**config.mk**
```make
export PLATFORM = sky130hd
export DESIGN_NAME = uart_tx_fifo
export DESIGN_NICKNAME = d
export VERILOG_FILES = /design/src/rtl/uart_tx_fifo.sv
export SDC_FILE = /design/constraint.sdc
export NUM_CORES = 1
export LEC_CHECK = 0
export ABC_AREA = 1
export BUFFER_PORTS_ARGS = -buffer_cell sky130_fd_sc_hd__buf_2
export CORE_MARGIN = 2
export CORE_UTILIZATION = 54
export DETAILED_ROUTE_END_ITERATION = 8
export MAX_ROUTING_LAYER = met4
export PLACE_DENSITY = 0.81
export RECOVER_POWER = 50
export SLEW_MARGIN = 20
export SYNTH_ARGS = -nofsm -noshare
export SYNTH_HDL_FRONTEND = slang
export SYNTH_SLANG_ARGS = --single-unit
export TNS_END_PERCENT = 20
```
**constraint.sdc**
```tcl
create_clock -name i_Clock -period 1.9 [get_ports i_Clock]
set_clock_uncertainty 0.1 [all_clocks]
set_input_delay 0.19 -clock i_Clock [delete_from_list [all_inputs] [get_ports i_Clock]]
set_output_delay 0.19 -clock i_Clock [all_outputs]
set_load 0.02 [all_outputs]
```
**src/rtl/uart_tx_fifo.sv**
```systemverilog
// uart_tx_fifo
//    UART transmitter fed by a small word FIFO. Words are queued through a
//    ready/valid style write port and sent one frame at a time:
//    start bit, DATA_BITS data bits LSB first, optional parity, stop bit(s).
//
// Parameters
//    CLKS_PER_BIT  clock cycles per UART bit (>= 2)
//    DATA_BITS     data bits per frame (5..32)
//    PARITY_MODE   0 = none, 1 = even, 2 = odd
//    STOP_BITS     1 or 2
//    FIFO_DEPTH    queue entries, power of two, >= 2
//
// Ports
//    i_Clock       sole clock, rising edge
//    i_Reset       synchronous, active-high reset
//    i_Tx_DV       write request; accepted when i_Tx_DV && o_Tx_Ready
//    i_Tx_Data     word to queue, sampled on acceptance
//    o_Tx_Ready    FIFO not full (from the registered count only)
//    o_Fifo_Count  queued words, not counting the frame in flight
//    o_Tx_Active   high from START through STOP
//    o_Tx_Serial   registered serial line, idle high
//    o_Tx_Done     one-cycle pulse per completed frame
//
// FSM states
//    state     | meaning
//    S_IDLE    | line high; pops the FIFO head and starts a frame when non-empty
//    S_START   | start bit (line low)
//    S_DATA    | data bits, LSB first
//    S_PARITY  | parity bit (only when PARITY_MODE != 0)
//    S_STOP    | stop bit(s), line high
//    S_CLEANUP | one cycle, line high, o_Tx_Done asserted

module uart_tx_fifo #(
   parameter int CLKS_PER_BIT = 87,
   parameter int DATA_BITS    = 8,
   parameter int PARITY_MODE  = 0,
   parameter int STOP_BITS    = 1,
   parameter int FIFO_DEPTH   = 4
) (
   input  logic                          i_Clock,
   input  logic                          i_Reset,
   input  logic                          i_Tx_DV,
   input  logic [DATA_BITS-1:0]          i_Tx_Data,
   output logic                          o_Tx_Ready,
   output logic [$clog2(FIFO_DEPTH):0]   o_Fifo_Count,
   output logic                          o_Tx_Active,
   output logic                          o_Tx_Serial,
   output logic                          o_Tx_Done
);

   localparam int AW        = $clog2(FIFO_DEPTH);
   localparam int CW        = AW + 1;
   localparam int STOP_CLKS = STOP_BITS * CLKS_PER_BIT;
   // One counter times every bit period, including the full stop span.
   localparam int CNT_W     = $clog2(STOP_CLKS);
   localparam int IDX_W     = $clog2(DATA_BITS);

   localparam logic [CNT_W-1:0] BIT_LOAD   = CNT_W'(CLKS_PER_BIT - 1);
   localparam logic [CNT_W-1:0] STOP_LOAD  = CNT_W'(STOP_CLKS - 1);
   localparam logic [IDX_W-1:0] LAST_IDX   = IDX_W'(DATA_BITS - 1);
   localparam logic [CW-1:0]    FULL_COUNT = CW'(FIFO_DEPTH);
   localparam logic             HAS_PARITY = (PARITY_MODE != 0);
   localparam logic             PAR_INV    = (PARITY_MODE == 2);

   if (CLKS_PER_BIT < 2) begin : g_bad_clks
      $error("uart_tx_fifo: CLKS_PER_BIT must be >= 2");
   end
   if (DATA_BITS < 5 || DATA_BITS > 32) begin : g_bad_data_bits
      $error("uart_tx_fifo: DATA_BITS must be in 5..32");
   end
   if (PARITY_MODE < 0 || PARITY_MODE > 2) begin : g_bad_parity
      $error("uart_tx_fifo: PARITY_MODE must be 0, 1 or 2");
   end
   if (STOP_BITS != 1 && STOP_BITS != 2) begin : g_bad_stop
      $error("uart_tx_fifo: STOP_BITS must be 1 or 2");
   end
   if (FIFO_DEPTH < 2 || (FIFO_DEPTH & (FIFO_DEPTH - 1)) != 0) begin : g_bad_depth
      $error("uart_tx_fifo: FIFO_DEPTH must be a power of two >= 2");
   end

   typedef enum logic [2:0] {
      S_IDLE    = 3'd0,
      S_START   = 3'd1,
      S_DATA    = 3'd2,
      S_PARITY  = 3'd3,
      S_STOP    = 3'd4,
      S_CLEANUP = 3'd5
   } state_t;

   state_t state, state_next;

   logic [DATA_BITS-1:0] fifo_mem [FIFO_DEPTH];
   logic [AW-1:0]        wr_ptr, rd_ptr;
   logic [CW-1:0]        count;
   logic [DATA_BITS-1:0] fifo_head;
   logic                 wr_en, pop, fifo_empty;

   logic [CNT_W-1:0]     bit_cnt;
   logic [IDX_W-1:0]     bit_idx;
   logic [DATA_BITS-1:0] shift_reg;
   logic                 parity_bit;
   logic                 bit_tc, last_bit;

   logic                 serial_d, active_d, done_d;

   // ------------------------------------------------------------------
   // FIFO
   // ------------------------------------------------------------------
   assign fifo_empty   = (count == '0);
   assign o_Tx_Ready   = (count != FULL_COUNT);
   assign o_Fifo_Count = count;
   assign fifo_head    = fifo_mem[rd_ptr];
   assign wr_en        = i_Tx_DV && o_Tx_Ready;
   assign pop          = (state == S_IDLE) && !fifo_empty;

   always_ff @(posedge i_Clock) begin
      if (wr_en && !i_Reset) begin
         fifo_mem[wr_ptr] <= i_Tx_Data;
      end
   end

   always_ff @(posedge i_Clock) begin
      if (i_Reset) begin
         wr_ptr <= '0;
         rd_ptr <= '0;
         count  <= '0;
      end else begin
         if (wr_en) begin
            wr_ptr <= wr_ptr + AW'(1);
         end
         if (pop) begin
            rd_ptr <= rd_ptr + AW'(1);
         end
         case ({wr_en, pop})
            2'b10:   count <= count + CW'(1);
            2'b01:   count <= count - CW'(1);
            default: count <= count;
         endcase
      end
   end

   // ------------------------------------------------------------------
   // Bit timing and shift datapath
   // ------------------------------------------------------------------
   assign bit_tc   = (bit_cnt == '0);
   assign last_bit = (bit_idx == LAST_IDX);

   always_ff @(posedge i_Clock) begin
      if (i_Reset) begin
         bit_cnt    <= '0;
         bit_idx    <= '0;
         shift_reg  <= '0;
         parity_bit <= 1'b0;
      end else begin
         case (state)
            S_IDLE: begin
               if (pop) begin
                  bit_cnt    <= BIT_LOAD;
                  bit_idx    <= '0;
                  shift_reg  <= fifo_head;
                  parity_bit <= (^fifo_head) ^ PAR_INV;
               end
            end
            S_START: begin
               if (bit_tc) begin
                  bit_cnt   <= BIT_LOAD;
                  shift_reg <= shift_reg >> 1;
               end else begin
                  bit_cnt <= bit_cnt - CNT_W'(1);
               end
            end
            S_DATA: begin
               if (bit_tc) begin
                  if (last_bit) begin
                     bit_cnt <= HAS_PARITY ? BIT_LOAD : STOP_LOAD;
                  end else begin
                     bit_cnt   <= BIT_LOAD;
                     bit_idx   <= bit_idx + IDX_W'(1);
                     shift_reg <= shift_reg >> 1;
                  end
               end else begin
                  bit_cnt <= bit_cnt - CNT_W'(1);
               end
            end
            S_PARITY: begin
               if (bit_tc) begin
                  bit_cnt <= STOP_LOAD;
               end else begin
                  bit_cnt <= bit_cnt - CNT_W'(1);
               end
            end
            S_STOP: begin
               if (bit_tc) begin
                  bit_cnt <= '0;
               end else begin
                  bit_cnt <= bit_cnt - CNT_W'(1);
               end
            end
            default: begin
               bit_cnt <= '0;
               bit_idx <= '0;
            end
         endcase
      end
   end

   // ------------------------------------------------------------------
   // FSM: state register (outputs are registered alongside the state)
   // ------------------------------------------------------------------
   always_ff @(posedge i_Clock) begin
      if (i_Reset) begin
         state       <= S_IDLE;
         o_Tx_Serial <= 1'b1;
         o_Tx_Active <= 1'b0;
         o_Tx_Done   <= 1'b0;
      end else begin
         state       <= state_next;
         o_Tx_Serial <= serial_d;
         o_Tx_Active <= active_d;
         o_Tx_Done   <= done_d;
      end
   end

   // FSM: next state
   always_comb begin
      state_next = state;
      case (state)
         S_IDLE:    if (!fifo_empty) state_next = S_START;
         S_START:   if (bit_tc) state_next = S_DATA;
         S_DATA:    if (bit_tc && last_bit) state_next = HAS_PARITY ? S_PARITY : S_STOP;
         S_PARITY:  if (bit_tc) state_next = S_STOP;
         S_STOP:    if (bit_tc) state_next = S_CLEANUP;
         S_CLEANUP: state_next = S_IDLE;
         default:   state_next = S_IDLE;
      endcase
   end

   // FSM: outputs, computed as the value the output registers take at the
   // coming edge so the line changes exactly on the state transition.
   always_comb begin
      serial_d = o_Tx_Serial;
      active_d = o_Tx_Active;
      done_d   = 1'b0;
      case (state)
         S_IDLE: begin
            serial_d = !pop;
            active_d = pop;
         end
         S_START: begin
            if (bit_tc) serial_d = shift_reg[0];
         end
         S_DATA: begin
            if (bit_tc) begin
               if (last_bit) serial_d = HAS_PARITY ? parity_bit : 1'b1;
               else          serial_d = shift_reg[0];
            end
         end
         S_PARITY: begin
            if (bit_tc) serial_d = 1'b1;
         end
         S_STOP: begin
            if (bit_tc) begin
               serial_d = 1'b1;
               active_d = 1'b0;
               done_d   = 1'b1;
            end
         end
         default: begin
            serial_d = 1'b1;
            active_d = 1'b0;
         end
      endcase
   end

endmodule

```
; After elaboration in Yosys (flattened, before gate mapping)
; Memories as Yosys holds them, arrays and structs flattened. A register that Yosys moved wholly into a read port is not among the register bits.
; Index checks and enable logic that the tools add are counted.
[classes]
add_sub_neg = 6
n_eq_ne = 17
n_mux = 32
n_bitwise = 3
n_reduce_logical = 21
[ops]
columns = operator, n
row1 = 2-to-1 mux 8 bit, 4
row2 = 2-to-1 mux 3 bit, 8
row3 = case mux 8 bit (3 select lines), 1
row4 = 2-to-1 mux 7 bit, 3
row5 = case mux 7 bit (3 select lines), 1
row6 = "inequality test 2 bit, second input constant", 8
row7 = case mux 3 bit (5 select lines), 1
row8 = AND reduction 5 bit, 2
row9 = case mux 3 bit (3 select lines), 1
row10 = 2-to-1 mux 1 bit, 8
row11 = zero test 7 bit, 1
row12 = "subtractor 7 x 1 -> 7 bit, second input constant", 1
row13 = "adder 3 x 1 -> 3 bit, second input constant", 2
row14 = "== test 3 x 2 -> 1 bit, second input constant", 2
row15 = "== test 3 bit, second input constant", 2
row16 = zero test 3 bit, 2
row17 = case mux 3 bit (2 select lines), 1
row18 = OR reduction 3 bit, 2
row19 = "adder 2 x 1 -> 2 bit, second input constant", 2
row20 = logical AND 1 bit, 4
row21 = 2-to-1 mux 2 bit, 2
row22 = case mux 1 bit (4 select lines), 1
row23 = AND reduction 4 bit, 1
row24 = OR reduction 2 bit, 2
row25 = 13 further kinds, 17
[totals]
regBits = 31
mem_bits_rw = 32
input_bits = 11
output_inout_bits = 7
n_memories = 1
[mem_list]
columns = memory, depth, word_bits, read_ports, rd_ports_with_merged_regs, wr, line
row1 = fifo_mem, 4, 8, 1, 1, 1, 92  ; logic [DATA_BITS-1:0] fifo_mem [FIFO_DEPTH];

; Longest topological paths before layout
[depth]
depth_word = 5
ltp_mapped = 12
ltp_nobuf = 12

; Worst setup path after synthesis
; Ideal clock, no wire load.
[synth_timing]
path_type = reg-to-reg
startpoint = register count[0], in the netlist o_Fifo_Count[0]
endpoint = register count[2], in the netlist o_Fifo_Count[2]
setup_time_ns = 0.122
t_arrival_ns = 1.932
required_time_ns = 1.678
path_slack_ns = -0.254
stages_incl_launch_ff = 11
path_cell_list = dfxtp_1 > inv_1 > nand3_1 > nand2_1 > ha_1 > inv_1 > fa_1 > a21oi_1 > o21ai_0 > o21ai_0 > a21oi_1
[synth_via]
word_cells_on_any_way = 11
classes_between = add/sub: 2 / eq/ne: 3 / mux: 1 / reduce/logical: 5
[synth_lines]
columns = item, line
row1 = start: declaration, 94  ; logic [CW-1:0] count;
row2 = start signal: assignment, 135  ; 2'b10: count <= count + CW'(1);
row3 = start signal: assignment, 136  ; 2'b01: count <= count - CW'(1);
row4 = start signal: assignment, 137  ; default: count <= count;
row5 = inequality test 3 bit *, 110  ; assign o_Tx_Ready = (count != FULL_COUNT);
row6 = named net o_Tx_Ready, 44  ; output logic o_Tx_Ready,
row7 = logical AND 1 bit *, 113  ; assign wr_en = i_Tx_DV && o_Tx_Ready;
row8 = == test 2 x 1 -> 1 bit or == test 2 bit (tied branches), 134  ; case ({wr_en, pop})
row9 = case mux 3 bit (2 select lines) or nonzero test 2 bit (tied branches), n/a
; The timed path passes the listed nets; every way through them passes the cells marked *.
; A chain may end at the register's enable or synchronous reset.

; Worst setup path in the final report
[layout_timing]
startpoint = register state[1]
endpoint = register count[2], in the netlist o_Fifo_Count[2]
[layout_via]
elab_chain_cells = 4
word_cells_on_any_way = 6
classes_between = eq/ne: 2 / mux: 1 / reduce/logical: 3
[layout_lines]
columns = item, line
row1 = start: declaration, 90  ; state_t state, state_next;
row2 = start signal: assignment, 217  ; state <= state_next;
row3 = zero test 3 bit *, 114  ; assign pop = (state == S_IDLE) && !fifo_empty;
row4 = logical AND 1 bit *, 114
row5 = == test 2 x 1 -> 1 bit or == test 2 bit (tied branches), 134
row6 = case mux 3 bit (2 select lines) or nonzero test 2 bit (tied branches), n/a
; Every way passes the cells marked *; elsewhere a longest branch is shown, timed or not.

==> results.ini <==
[run_status]
outcome = complete, but fails checks
violations = setup timing

[logic_synthesis]
ys_seq_area_share_pct = 54.6
syn_inst = 340
yosysWarnings = 0
syn_avg_cell_area_um2 = 8.73
ys_ff_latch = 65
netlist_area_um2 = 2970
synth_cell_types = 30
syn_nets = 360

[detailed_routing]
wl_per_cell_um = 12.3
drtPass1Iterations = 4
num_vias = 2293
drtIter0Drc = 131
vias_per_cell = 4.94
detail-route-antenna-nets = 0
drc = 0
wirelength_mm = 5.73

[critical_path]
ff2ff_path_depth = 12
timing.rr.start = state[1]$_SDFFE_PP0P_
cp_max_fo = 2
crit_family = adder cells
crit_cells = 12
regToRegSetupSlack_ps = -10
crit_arrival_ps = 2050
path_common_cell = inv_2
cp_num_buf_inv = 3
cpPeakStageDelay_ps = 370
critPathLaunch = state[1]$_SDFFE_PP0P_
slowest_stage = fa_2
required_ps = 2030
r2r-end = o_Fifo_Count[2]$_SDFFE_PP0P_
crit_path_end_kind = register
cp-endpoint = o_Fifo_Count[2]$_SDFFE_PP0P_
start_kind = register
worstSetupPathType = reg -> reg
crit_chain = nor2_4 > nand2_4 > inv_2 > nand2_2 > inv_2 > ha_4 > inv_4 > fa_2 > a21oi_2 > o21ai_2 > o21ai_1 > a21oi_1

[global_routing]
grt-ovfl-total = 0
grt_pass1_vias = 2173
grt.total_usage_pct = 20.5
grt_pass1_wl_mm = 9.29
grt_max_degree = 18
antenna_found_initial = 0

[floorplanning]
start_util_pct = 57.0
die_w_um = 78.1
dieArea_um2 = 6110
ioPinCount = 18
num_rows = 26
die_height_um = 78.1
core_um2 = 5200

[finish]
drive_above_1_share_pct = 19.0
fin_nets = 409
largest_reg_flops = 32
area.growth.synth_to_final_pct = 21.4
fin_area_um2 = 3600
num_antenna_cells = 0

[timing]
slew_violations = 0
worst_pin_slew_ps = 301
hold_viol_final = 0
setup_viol_count_final = 1
fmax_mhz = 523
fin_crit_ps = 1910
post-route-period-util_pct = 101
slew_headroom_pct = 79.9
rsz0062_at_grt = yes
setup_ws_ps = -13.5

[clock_network]
numClockSinks = 65
numCtsBuffers = 9
htreeDepth = 3
clock_latency_ps = 350
cts_buffer_depth = 2
clockRootBuffer = clkbuf_8
cts.clk_slew.worst_paths_ps = 70
cts_tree = built

[pwr]
power_density_nw_per_um2 = 1660
ir_worst_vdd_mv = 1.20
p_leak_uw = 0.00153

[hold_path]
hold_depth = 2
worstHoldPathType = in -> reg
hold_start = i_Reset

[placement]
gp_congestion = 0.827
placed_area_um2 = 3230
post-place-ws_ps = 8.71
dp_hpwl_mm = 3.59
portBuffers = 17

[run]
max_cap_violations = 0

[layer usage]
| layer | up-vias | part of all wire, % | global-route usage [%] |
|---|---|---|---|
| li1 | 1202 | - | - |
| met1 | 1029 | 43 | 21.5 |
| met2 | 47 | 51 | 35.3 |
| met3 | 15 | 3.9 | 6.21 |
| met4 | 0 | 2.1 | 10.0 |
| met5 | - | 0 | - |
[layout by cell type (no fill, tap or decap), types with 2 or more instances in the layout]
master,instances
nand2_1,80
clkbuf_1,13
nor2_4,4
nand2_4,2
dfxtp_1,28
ha_1,6
nand3_1,6
dlygate4sd3_1,8
nand4_1,2
o211ai_1,7
edfxtp_1,32
dfxtp_2,4
inv_1,40
buf_2,4
xor2_1,2
bufinv_16,2
nand3_4,2
nor2_1,34
buf_4,19
nand2_2,6
clkbuf_8,9
o21ai_0,31
inv_2,8
a21oi_1,22
nor3_1,2
o21ai_1,2
clkinv_4,3
[how the worst min path moves through the flow]
stage / slack, ps / endpoint
floorplan: 160 / bit_cnt[6]$_SDFFE_PP0N_
global placement: 300 / fifo_mem[2][3]$_DFFE_PP_
detailed placement: 310 / fifo_mem[2][2]$_DFFE_PP_
CTS: 100 / o_Fifo_Count[1]$_SDFFE_PP0P_
global route: 100 / bit_idx[2]$_SDFFE_PP0P_
finish: 110 / o_Fifo_Count[1]$_SDFFE_PP0P_
[worst register-to-register path, delay by kind of cell (launching register included)]
kind                     cells  cell delay (ps)
adder cells (fa/ha/maj)      2              510
AO/OA/AOI/OAI                4              440
flip-flops                   1              340
AND/OR/NAND/NOR              3              250
buffers and inverters        3              160
[power by group]
group | switching, uW | internal (uW)
clock | 558 | 748
combinational | 1680 | 1060
sequential | 182 | 1760
total | 2420 | 3570
[kinds of logic after synthesis]
family | after synthesis | share of synthesized area, %
compound gates | 67 | 12.4
xor+xnor | 3 | 0.885
fa+ha+maj | 9 | 4.05
buf+inv | 56 | 7.50
flops | 65 | 54.6
simple gates | 140 | 20.5
[final cells by class]
| class | instances | area [um^2] |
|---|---|---|
| clock buffer | 9 | 124 |
| fill | 407 | 1600 |
| timing repair buffer | 44 | 292 |
| clock inverter | 7 | 103 |
| tap | 70 | 87.6 |
| inverter | 50 | 190 |
| sequential | 65 | 1630 |
| multi-input combinational | 219 | 1180 |
[cell usage after synthesis, drive strengths merged]
| master | count | area [um^2] |
|---|---|---|
| a31oi | 1 | 6.26 |
| fa | 1 | 20.0 |
| nand2 | 88 | 350 |
| buf | 3 | 23.8 |
| xnor2 | 1 | 8.76 |
| nor2 | 38 | 173 |
| o21bai | 1 | 7.51 |
| o211ai | 7 | 52.6 |
| dfxtp | 33 | 661 |
| xor2 | 2 | 17.5 |
| nand4 | 2 | 12.5 |
| inv | 49 | 184 |
| edfxtp | 32 | 961 |
| o21ai | 35 | 186 |
| nand3 | 9 | 57.6 |
| or2 | 1 | 6.26 |
| a21oi | 23 | 115 |
| clkbuf | 3 | 11.3 |
| clkinv | 1 | 3.75 |
| nor3 | 2 | 10.0 |
| ha | 8 | 100 |
[metrics by stage]
step / power [uW] / hold slack (ps) / TNS, ps / util [%] / std cells
2_1_floorplan: 3920 / 159 / 0 / - / 340
3_3_place_gp: 4390 / 303 / 0 / 62.1 / 434
3_5_place_dp: 4460 / 306 / 0 / 62.1 / 434
4_1_cts: 5800 / 96.1 / 0 / 68.1 / 459
5_1_grt: 6490 / 105 / -143 / 69.2 / 464
6_report: 5990 / 108 / -13.5 / 69.2 / 464
[what timing repair did]
item | 4_1_cts | 5_1_grt
gates resized for setup | 2 | 11
hold buffers | 8 | 0
setup buffers | 1 | 5
endpoints found under the setup margin | 1 | 9
hold endpoints to repair | 32 | 0
pin swaps | 1 | 6
No activity file was read; power rests on OpenSTA's default activity.
